### src/rtl/rob_module.sv
// Reorder buffer between rename and the reservation stations: allocates entries, resolves
// pending operands, captures FU results and commits in order. Optional same-cycle FU bypass: ROB_FU_BYPASS_EN.
module rob_module #(
  parameter int ROB_IDX_W = 3,
  parameter int DATA_W    = 64,
  parameter int REG_IDX_W = 5
) (
  input  logic                 in_clk,
  input  logic                 in_rst_n,
  input  logic                 in_rf_done,
  input  logic [REG_IDX_W-1:0] in_rf_dst,
  input  logic                 in_rf_set_nzcv,
  input  logic                 in_rf_src1_valid,
  input  logic                 in_rf_src2_valid,
  input  logic                 in_rf_nzcv_valid,
  input  logic [DATA_W-1:0]    in_rf_src1_value,
  input  logic [DATA_W-1:0]    in_rf_src2_value,
  input  logic [3:0]           in_rf_nzcv,
  input  logic [ROB_IDX_W-1:0] in_rf_src1_rob_index,
  input  logic [ROB_IDX_W-1:0] in_rf_src2_rob_index,
  input  logic [ROB_IDX_W-1:0] in_rf_nzcv_rob_index,
  input  logic                 in_fu_done,
  input  logic [ROB_IDX_W-1:0] in_fu_rob_index,
  input  logic [DATA_W-1:0]    in_fu_value,
  input  logic [3:0]           in_fu_nzcv,
  input  logic                 in_flush,
  output logic [ROB_IDX_W-1:0] out_next_rob_index,
  output logic                 out_full,
  output logic                 out_err,
  output logic                 out_rs_done,
  output logic [ROB_IDX_W-1:0] out_rs_rob_index,
  output logic                 out_rs_src1_valid,
  output logic [DATA_W-1:0]    out_rs_src1_value,
  output logic [ROB_IDX_W-1:0] out_rs_src1_rob_index,
  output logic                 out_rs_src2_valid,
  output logic [DATA_W-1:0]    out_rs_src2_value,
  output logic [ROB_IDX_W-1:0] out_rs_src2_rob_index,
  output logic                 out_rs_nzcv_valid,
  output logic [3:0]           out_rs_nzcv,
  output logic [ROB_IDX_W-1:0] out_rs_nzcv_rob_index,
  output logic                 out_reg_should_commit,
  output logic [DATA_W-1:0]    out_reg_commit_value,
  output logic [REG_IDX_W-1:0] out_reg_index,
  output logic [ROB_IDX_W-1:0] out_reg_commit_rob_index,
  output logic                 out_reg_set_nzcv,
  output logic [3:0]           out_reg_nzcv
);

  localparam int DEPTH = 1 << ROB_IDX_W;
  localparam logic [ROB_IDX_W-1:0] IDX_ONE  = 1;
  localparam logic [ROB_IDX_W:0]   CNT_ONE  = 1;
  localparam logic [ROB_IDX_W:0]   CNT_FULL = {1'b1, {ROB_IDX_W{1'b0}}};

  logic [DEPTH-1:0]     busy_q;
  logic [DEPTH-1:0]     done_q;
  logic [REG_IDX_W-1:0] dst_q      [DEPTH];
  logic                 set_nzcv_q [DEPTH];
  logic [DATA_W-1:0]    value_q    [DEPTH];
  logic [3:0]           nzcv_q     [DEPTH];

  logic [ROB_IDX_W-1:0] head_q, tail_q;
  logic [ROB_IDX_W:0]   count_q;

  logic dispatch, commit, wb_en, full;

  logic              s1_valid, s2_valid, nf_valid;
  logic [DATA_W-1:0] s1_value, s2_value;
  logic [3:0]        nf_value;

  // Handshake: in_rf_done is a valid with no ready; the source must hold off while
  // out_full is high, and a dispatch offered while full is dropped and flagged on out_err.
  // All other *_done inputs/outputs are single-cycle valid strobes with no back-pressure.
  assign full     = (count_q == CNT_FULL);
  assign dispatch = in_rf_done && !full && !in_flush;
  assign wb_en    = in_fu_done && !in_flush && busy_q[in_fu_rob_index];
  assign commit   = !in_flush && (count_q != '0) && busy_q[head_q] && done_q[head_q];

  assign out_next_rob_index = tail_q;
  assign out_full           = full;

`ifdef ROB_FU_BYPASS_EN
  function automatic logic fu_hit(input logic [ROB_IDX_W-1:0] tag);
    return wb_en && (in_fu_rob_index == tag);
  endfunction
`endif

  always_comb begin
    s1_valid = 1'b0;
    s1_value = '0;
    if (in_rf_src1_valid) begin
      s1_valid = 1'b1;
      s1_value = in_rf_src1_value;
    end else if (busy_q[in_rf_src1_rob_index] && done_q[in_rf_src1_rob_index]) begin
      s1_valid = 1'b1;
      s1_value = value_q[in_rf_src1_rob_index];
    end
`ifdef ROB_FU_BYPASS_EN
    else if (fu_hit(in_rf_src1_rob_index)) begin
      s1_valid = 1'b1;
      s1_value = in_fu_value;
    end
`endif

    s2_valid = 1'b0;
    s2_value = '0;
    if (in_rf_src2_valid) begin
      s2_valid = 1'b1;
      s2_value = in_rf_src2_value;
    end else if (busy_q[in_rf_src2_rob_index] && done_q[in_rf_src2_rob_index]) begin
      s2_valid = 1'b1;
      s2_value = value_q[in_rf_src2_rob_index];
    end
`ifdef ROB_FU_BYPASS_EN
    else if (fu_hit(in_rf_src2_rob_index)) begin
      s2_valid = 1'b1;
      s2_value = in_fu_value;
    end
`endif

    nf_valid = 1'b0;
    nf_value = '0;
    if (in_rf_nzcv_valid) begin
      nf_valid = 1'b1;
      nf_value = in_rf_nzcv;
    end else if (busy_q[in_rf_nzcv_rob_index] && done_q[in_rf_nzcv_rob_index]) begin
      nf_valid = 1'b1;
      nf_value = nzcv_q[in_rf_nzcv_rob_index];
    end
`ifdef ROB_FU_BYPASS_EN
    else if (fu_hit(in_rf_nzcv_rob_index)) begin
      nf_valid = 1'b1;
      nf_value = in_fu_nzcv;
    end
`endif
  end

  always_ff @(posedge in_clk or negedge in_rst_n) begin
    if (!in_rst_n) begin
      head_q                   <= '0;
      tail_q                   <= '0;
      count_q                  <= '0;
      busy_q                   <= '0;
      done_q                   <= '0;
      for (int i = 0; i < DEPTH; i++) begin
        dst_q[i]      <= '0;
        set_nzcv_q[i] <= 1'b0;
        value_q[i]    <= '0;
        nzcv_q[i]     <= '0;
      end
      out_err                  <= 1'b0;
      out_rs_done              <= 1'b0;
      out_rs_rob_index         <= '0;
      out_rs_src1_valid        <= 1'b0;
      out_rs_src1_value        <= '0;
      out_rs_src1_rob_index    <= '0;
      out_rs_src2_valid        <= 1'b0;
      out_rs_src2_value        <= '0;
      out_rs_src2_rob_index    <= '0;
      out_rs_nzcv_valid        <= 1'b0;
      out_rs_nzcv              <= '0;
      out_rs_nzcv_rob_index    <= '0;
      out_reg_should_commit    <= 1'b0;
      out_reg_commit_value     <= '0;
      out_reg_index            <= '0;
      out_reg_commit_rob_index <= '0;
      out_reg_set_nzcv         <= 1'b0;
      out_reg_nzcv             <= '0;
    end else begin
      out_rs_done           <= dispatch;
      out_reg_should_commit <= commit;
      if (in_rf_done && full && !in_flush) out_err <= 1'b1;

      if (in_flush) begin
        busy_q  <= '0;
        done_q  <= '0;
        head_q  <= '0;
        tail_q  <= '0;
        count_q <= '0;
      end else begin
        // The tail entry is never busy while dispatching, so a writeback cannot collide with it.
        if (wb_en) begin
          done_q[in_fu_rob_index]  <= 1'b1;
          value_q[in_fu_rob_index] <= in_fu_value;
          nzcv_q[in_fu_rob_index]  <= in_fu_nzcv;
        end

        if (dispatch) begin
          busy_q[tail_q]        <= 1'b1;
          done_q[tail_q]        <= 1'b0;
          dst_q[tail_q]         <= in_rf_dst;
          set_nzcv_q[tail_q]    <= in_rf_set_nzcv;
          tail_q                <= tail_q + IDX_ONE;
          out_rs_rob_index      <= tail_q;
          out_rs_src1_valid     <= s1_valid;
          out_rs_src1_value     <= s1_value;
          out_rs_src1_rob_index <= in_rf_src1_rob_index;
          out_rs_src2_valid     <= s2_valid;
          out_rs_src2_value     <= s2_value;
          out_rs_src2_rob_index <= in_rf_src2_rob_index;
          out_rs_nzcv_valid     <= nf_valid;
          out_rs_nzcv           <= nf_value;
          out_rs_nzcv_rob_index <= in_rf_nzcv_rob_index;
        end

        if (commit) begin
          busy_q[head_q]           <= 1'b0;
          head_q                   <= head_q + IDX_ONE;
          out_reg_commit_value     <= value_q[head_q];
          out_reg_index            <= dst_q[head_q];
          out_reg_commit_rob_index <= head_q;
          out_reg_set_nzcv         <= set_nzcv_q[head_q];
          out_reg_nzcv             <= nzcv_q[head_q];
        end

        case ({dispatch, commit})
          2'b10:   count_q <= count_q + CNT_ONE;
          2'b01:   count_q <= count_q - CNT_ONE;
          default: count_q <= count_q;
        endcase
      end
    end
  end

endmodule

### config.mk
export PLATFORM = sky130hd
export DESIGN_NAME = rob_module
export DESIGN_NICKNAME = d
export VERILOG_FILES = /design/src/rtl/rob_module.sv
export SDC_FILE = /design/constraint.sdc
export NUM_CORES = 2
export LEC_CHECK = 0
export CAP_MARGIN = 20
export CORE_MARGIN = 5
export CORE_UTILIZATION = 58
export CTS_CLUSTER_DIAMETER = 60
export DETAILED_ROUTE_END_ITERATION = 12
export GPL_TIMING_DRIVEN = 0
export PLACE_DENSITY = 0.81
export REMOVE_ABC_BUFFERS = 1
export SLEW_MARGIN = 10
export SYNTH_ARGS = -nofsm -noshare
export SYNTH_HDL_FRONTEND = slang
export SYNTH_SLANG_ARGS = --single-unit
### constraint.sdc
create_clock -name in_clk -period 3.8 [get_ports in_clk]
set_clock_uncertainty 0.05 [all_clocks]
set_input_delay 0.57 -clock in_clk [delete_from_list [all_inputs] [get_ports in_clk]]
set_output_delay 0.57 -clock in_clk [all_outputs]
set_load 0.01 [all_outputs]
* Word-level counts from Yosys, hierarchy flattened *
Index checks and enable logic that the tools add are counted.

word-level totals
  output and inout port bits = 231
  bits of input ports = 226
  flip-flop bits (word level) = 845
  word-level logic and storage cells = 201

operators by class
  mux-type cells = 83
  $add $sub $neg = 4
  bitwise logic cells = 13
  magnitude comparators = 17
  reduce and logical (&&, ||, !) cells = 26
  equal/unequal tests = 3

operators by type and width
  cell                                                                   count
  64-bit 2-to-1 mux                                                      11
  64-bit binary-select mux with 3-bit select                             3
  512-bit bitwise mux                                                    1
  64-bit demux with 3-bit select                                         1
  8-bit 2-to-1 mux                                                       8
  40-bit bitwise mux                                                     1
  32-bit bitwise mux                                                     1
  4-bit 2-to-1 mux                                                       8
  1-bit binary-select mux with 3-bit select                              10
  4-bit binary-select mux with 3-bit select                              2
  4-bit >= comparator (second input constant)                            6
  3-bit by 4-bit < comparator with 1-bit output (second input constant)  6
  3-bit NOT with 4-bit output                                            6
  1-bit 2-to-1 mux                                                       21
  1-bit logical AND                                                      17
  8-bit bitwise AND                                                      2
  8-bit NOT                                                              2
  8-bit bitwise OR                                                       2
  5-bit binary-select mux with 3-bit select                              1
  5-bit demux with 3-bit select                                          1
  5-bit 2-to-1 mux                                                       3
  1-bit demux with 3-bit select                                          4
  4-bit demux with 3-bit select                                          1
  3-bit 2-to-1 mux                                                       4
  16 further kinds                                                       24

* Longest topological paths before layout *
  depth in word-level cells = 10
  mapped depth = 14
  gate-level depth less buffers = 12

* Least setup slack after synthesis *
Ideal clock, no wire load.

  path type = register to register
  start point = register head_q[0]
  end point = register count_q[3]
  period minus slack after synthesis = 2,884 ps
  data required time = 3,625 ps
  path buffers = 1
  stages on the path, launching flop included = 11
  library setup time = 125 ps
  slack = 916 ps
  data arrival time = 2,709 ps
  cells stage by stage = dfrtp_1 -> mux4_2 -> mux2i_1 -> nand4b_2 -> buf_2 -> nor2_1 -> ha_1 -> a31oi_1 -> xnor2_1 -> nor2_1 -> a2111oi_0

between the ends
  cells in the longest elaborated chain, start to end = 7
  elaborated cells on any way between the ends = 11
  classes of those cells = eq/ne (2); mux (6); reduce/logical (3)

RTL lines
  what                                                                       RTL line  source
  from (decl)                                                                61        logic [ROB_IDX_W-1:0] head_q, tail_q;
  from (signal assigned)                                                     207       head_q <= head_q + IDX_ONE;
  1-bit binary-select mux with 3-bit select                                  76        assign commit = !in_flush && (count_q != '0) && busy_q[head_q] && done_q[head_q];
  1-bit 2-to-1 mux (implied by the code)                                     76
  1-bit logical AND                                                          76
  1-bit logical AND *                                                        76
  2-bit by 1-bit == test with 1-bit output or 2-bit == test (tied branches)  215       case ({dispatch, commit})
  4-bit one-hot mux with 2 select lines                                      215
  4-bit 2-to-1 mux                                                           173       if (in_flush) begin
  to (signal assigned)                                                       216       2'b10: count_q <= count_q + CNT_ONE;
  to (signal assigned)                                                       217       2'b01: count_q <= count_q - CNT_ONE;
  to (signal assigned)                                                       218       default: count_q <= count_q;
  to (decl)                                                                  62        logic [ROB_IDX_W:0] count_q;

Every way passes the cells marked *; elsewhere a longest branch is shown, timed or not. The select of a mux whose other input is x is not followed.
A chain may end at the register's enable or synchronous reset.

* Worst setup path after layout *
  start point = input in_fu_rob_index[2]
  end point = register value_q[443] (netlist name)

between the ends
  cells in the longest elaborated chain, start to end = 6
  elaborated cells on any way between the ends = 11
  classes of those cells = order compare (2); mux (5); bitwise (1); reduce/logical (3)

RTL lines
  what                                                                                                        RTL line  source
  from (decl)                                                                                                 23        input logic [ROB_IDX_W-1:0] in_fu_rob_index,
  3-bit NOT with 4-bit output (implied by the code)                                                           183       value_q[in_fu_rob_index] <= in_fu_value;
  4-bit >= comparator (implied by the code) or 4-bit by 1-bit < comparator with 1-bit output (tied branches)  183
  1-bit logical AND (implied by the code)                                                                     183
  64-bit 2-to-1 mux (implied by the code)                                                                     183
  64-bit demux with 3-bit select                                                                              183
  512-bit bitwise mux                                                                                         183
  to (signal, indexed assignment)                                                                             183
  to (decl)                                                                                                   58        logic [DATA_W-1:0] value_q [DEPTH];

Parallel ways exist; a longest one is shown, timed or not. The select of a mux whose other input is x is not followed.

==> out/results.txt <==
The finished layout holds 4688 standard cells, fillers aside. The proportion of synthesized flip-flops having asynchronous set or reset is 100%, and the overall fraction of global-route tracks in use is 30.6%. Leaving out fill and tap cells, the most frequent cells in the layout are 842 x sky130_fd_sc_hd__dfrtp_1, 574 x sky130_fd_sc_hd__mux2_2, 446 x sky130_fd_sc_hd__clkdlybuf4s50_1, 420 x sky130_fd_sc_hd__mux4_2, 418 x sky130_fd_sc_hd__nor2_1.

Of the total power, the share spent switching nets is 25.1%. Across the run, the number of max-cap violations was 0. The met2 track demand over resource in global routing was 49.7%; the data required time of the critical path was 4.27 ns.

The final critical path time including I/O delays and setup is 3.63 ns. In this run the remaining antenna-violating nets after routing total 0. After detailed placement, the design holds a cell count of 4498. The tools report the maximum number of pins on one net before global-route repair as 110. The final-report setup violation count was 0. The count of distinct cell types in the synthesized netlist is 45, and the met1 track demand over resource in global routing is 42.2%.

The run gives 21200 sq um as the area occupied by registers. The vertical extent of the die was 289 microns. Weighted congestion reported at the end of routability-driven placement: 0.811. End of the worst register-to-register path: count_q[3]$_DFFE_PN0P_. In this run the deepest clock path goes through 3 buffers.

After synthesis, the largest family of logic cells by area is multiplexers. The run gives 0 as the final number of hold-violating endpoints. The clock-pin transition on the worst setup and hold timing paths is 0.06 ns, and the xor/xnor share of the synthesized area is 0.195%. Along the worst path, the maximum fanout reaches 69.

Clock latency on the worst-skew pair, taken at its later pin, is 0.64 ns. The setup check on the worst reg-to-reg path leaves a slack of 0.20 ns. The floorplan has 102 rows. For the worst setup path, the data arrival time is 4.10 ns.

The floorplan die width works out to 289 microns. The tools report the critical path launch point type as an input pin. The flow ran to the end, and the final reports show no timing, DRC or antenna violations. The tools report the hold path startpoint as in_rf_src1_rob_index[1]. The area taken by multi-input logic gates was 22800 sq um. Number of pins exceeding their max-slew limit in the final report: 0. Most common cell after layout, fill and taps aside: sky130_fd_sc_hd__dfrtp_1. The combinational share of power is 13.8%. The category of cells accounting for the largest share of critical-path delay was simple AND/OR/NAND/NOR gates. Summing the areas of all fa, ha and maj instances in the mapped netlist gives 0.111% of the synthesized area. Clock tree synthesis inserted a total of 91 buffers. Traced cell by cell, the critical path runs through clkdlybuf4s50_1 -> and2b_1 -> a22oi_1 -> a2111oi_4 -> nand2_8 -> mux2_1. The first global-routing pass estimated 198000 microns of wire.

Leakage power total: 0.0240 uW. The H-tree level count was 3. The tools report the cell chosen for the clock root as sky130_fd_sc_hd__clkbuf_16. Headroom to the max-slew limit came out at 33.4%. The clock network accounts for 41.6% of the total power. The total of flip-flops plus latches after synthesis was 845; the sum of routed wire length over all layers was 127000 microns. Summing the areas of all and, or, nand and nor instances in the mapped netlist gives 5.30% of the synthesized area. The completed layout was analyzed and its total power is 22600 uW.

The sequential-to-total area share from yosys stat came out at 47.0%. Among all flip-flop cells after synthesis, the most frequent one is sky130_fd_sc_hd__dfrtp_1. The post-synthesis compound-gate area fraction was 3.99%. In this run the cell area of the synthesized design comes to 45000 sq um. The worst-case IR drop observed on VDD is 0.434 mV.

The total of buffers placed on input and output ports came out at 456. The run gives 77200 sq um as the placeable core region. The per-cell routed wire length works out to 27.1 microns. In the finished design, the share of the clock period the worst path needs comes to 95.6%. The floorplan step defined a die boundary enclosing 83300 sq um. The delay of the slowest cell on the worst path was 0.91 ns.

Yosys printed 0 warnings. TritonCTS built the clock tree. The share of layout cells above drive strength 1 was 34.6%; the average cell area after synthesis was 13.9 sq um. The pin slew with the least headroom to its limit came out at 0.999 ns.

Net switching power: 5660 uW. In this run the critical register-to-register path is launched from head_q[0]$_DFFE_PN0P_. The logs give 33100 for the number of global-route vias before repair and 3795 for the count of nets after finishing.

The endpoint of the worst hold-timing path is out_rs_src1_rob_index[1]$_DFFE_PN0P_. In this run, the number of DRC markers left after iteration 0 of detailed routing was 2770. Summed over all layers, the global routing overflow is 0.

The post-detailed-route DRC marker count was 0; the design internal power was 16900 uW. The number of antenna violations at the first check in global routing is 15. The class of the worst hold path was in2reg. The hold slack came out at 0.329 ns.

The critical path's slowest cell was sky130_fd_sc_hd__a2111oi_4. The run gives 70.7% as the final core area utilization. The total power per unit cell area works out to 414 nW/um^2.

The detailed placer's ending HPWL was 76000 microns; the met3 capacity usage during global routing was 6.35%. The area growth from synthesis to layout is 21.4%. 457 I/O pins were placed. Fill cells in the final layout number 5021. Derived from the worst setup path, the maximum achievable clock frequency is 275 MHz.

The first detailed-routing pass ran for 5 iterations. The initial core utilization was 58.3%. The clock net in this run drives a total of 845 sinks. The routed layout has 31200 vias.

The post-synthesis mux area share works out to 40.7%. Counting instances, the worst hold path has a depth of 3. For the sequential share of power, the log shows 44.6%. The number of cells on the worst reg-to-reg path is 12.

The endpoint class of the critical path is a register. In the routed layout, each cell is associated on average with a via count of 6.66. The number of enable-type register cells in the synthesized netlist is 0.

The global routing stage identified its most utilized layer as met2. The buffering stage count on the worst path with inverters included came out at 1. The instance count of the mapped netlist was 3228; the accumulated negative setup slack was 0 ns.

The critical path is of the in2reg type.
-- layout make-up --
cell class,count,area share [%]
multi-input combinational,2093,41.8
sequential,845,38.7
timing repair buffer,518,11.1
clock buffer,126,4.95
tap,1040,2.38
clock inverter,37,0.870
inverter,16,0.140
antenna,13,0.0596
-- synth_stat cells (all sizes together) (2+ instances only) --
cell,n,area (sq um)
a2111oi,2,36.3
a211oi,6,45.0
a21oi,11,58.8
a221oi,134,1170
a22oi,4,30.0
a31oi,2,12.5
and2b,2,15.0
buf,116,564
clkbuf,160,601
dfrtp,845,21100
ha,4,50.1
inv,15,56.3
mux2,589,6670
mux2i,220,2200
mux4,420,9460
nand2,156,593
nand3,7,40.0
nand4b,3,32.5
nor2,418,1570
nor2b,3,18.8
nor3,7,45.0
nor4b,3,38.8
o21ai,83,415
xnor2,6,52.6
xor2,4,35.0
-- worst max path at each step --
stage                                      start                       end  slack [ns]  cells after the start
final                         in_fu_rob_index[2]  value_q[443]$_DFFE_PN0P_        0.17                      6
after global routing      count_q[1]$_DFFE_PN0P_    count_q[3]$_DFFE_PN0P_      -0.006                     11
after CTS                  head_q[0]$_DFFE_PN0P_    count_q[3]$_DFFE_PN0P_        0.01                     12
after detailed placement                in_flush    count_q[3]$_DFFE_PN0P_       -1.26                     12
after global placement                  in_rst_n   value_q[19]$_DFFE_PN0P_      -35.89                      1
after floorplan            head_q[0]$_DFFE_PN0P_    count_q[3]$_DFFE_PN0P_       -7.00                     10
-- logic make-up after synthesis --
kind of cell    count (synthesis)
compound gates                245
fa+ha+maj                       4
buf+inv                       292
mux                          1229
simple gates                  603
xor+xnor                       10
flops                         845
-- routing by layer --
| metal | vias up | part of all wire, % |
|---|---|---|
| li1 | 13000 | - |
| met4 | 10 | 3.1 |
| met3 | 257 | 8.1 |
| met2 | 1380 | 49 |
| met1 | 16600 | 39 |
| met5 | - | 0.054 |
-- through the flow --
step	cell area [sq um]	worst slack (ns)
after floorplan	43800	-7.00
after global placement	49700	-35.89
after detailed placement	51200	-1.26
after CTS	54500	0.0104
after global routing	54600	-0.00621
final	54600	0.168
-- sequential cells by signal, indices dropped and copies added, names as in the netlist, 5 cells and up --
signal and count:
out_rs_src2_value 64, out_rs_src1_value 64, done_q 8, out_reg_commit_value 64, set_nzcv_q 8, nzcv_q 32
busy_q 8, dst_q 40, value_q 512, out_reg_index 5
-- timing repair --
item                                   CTS  global route
gates cloned                             1             1
pin swaps                                0             2
hold buffers                             1             0
resized for setup                        7             4
setup buffers                            3             6
setup endpoints to repair               33            10
endpoints found under the hold margin   98             0
-- power groups by stage --
stage                     clock network [uW]  logic (uW)  registers [uW]
after floorplan                            0        1260           10300
after global placement                     0        3130           10200
after detailed placement                   0        3100           10200
after CTS                               9490        3130           10100
after global routing                    9900        3370           10200
final                                   9400        3120           10100
-- tightest hold or removal path: stages --
cell and delay, ns:
sky130_fd_sc_hd__buf_8 0.18, sky130_fd_sc_hd__nand2_1 0.12, sky130_fd_sc_hd__nand2_1 0.05
(Power assumes the default switching activity.)
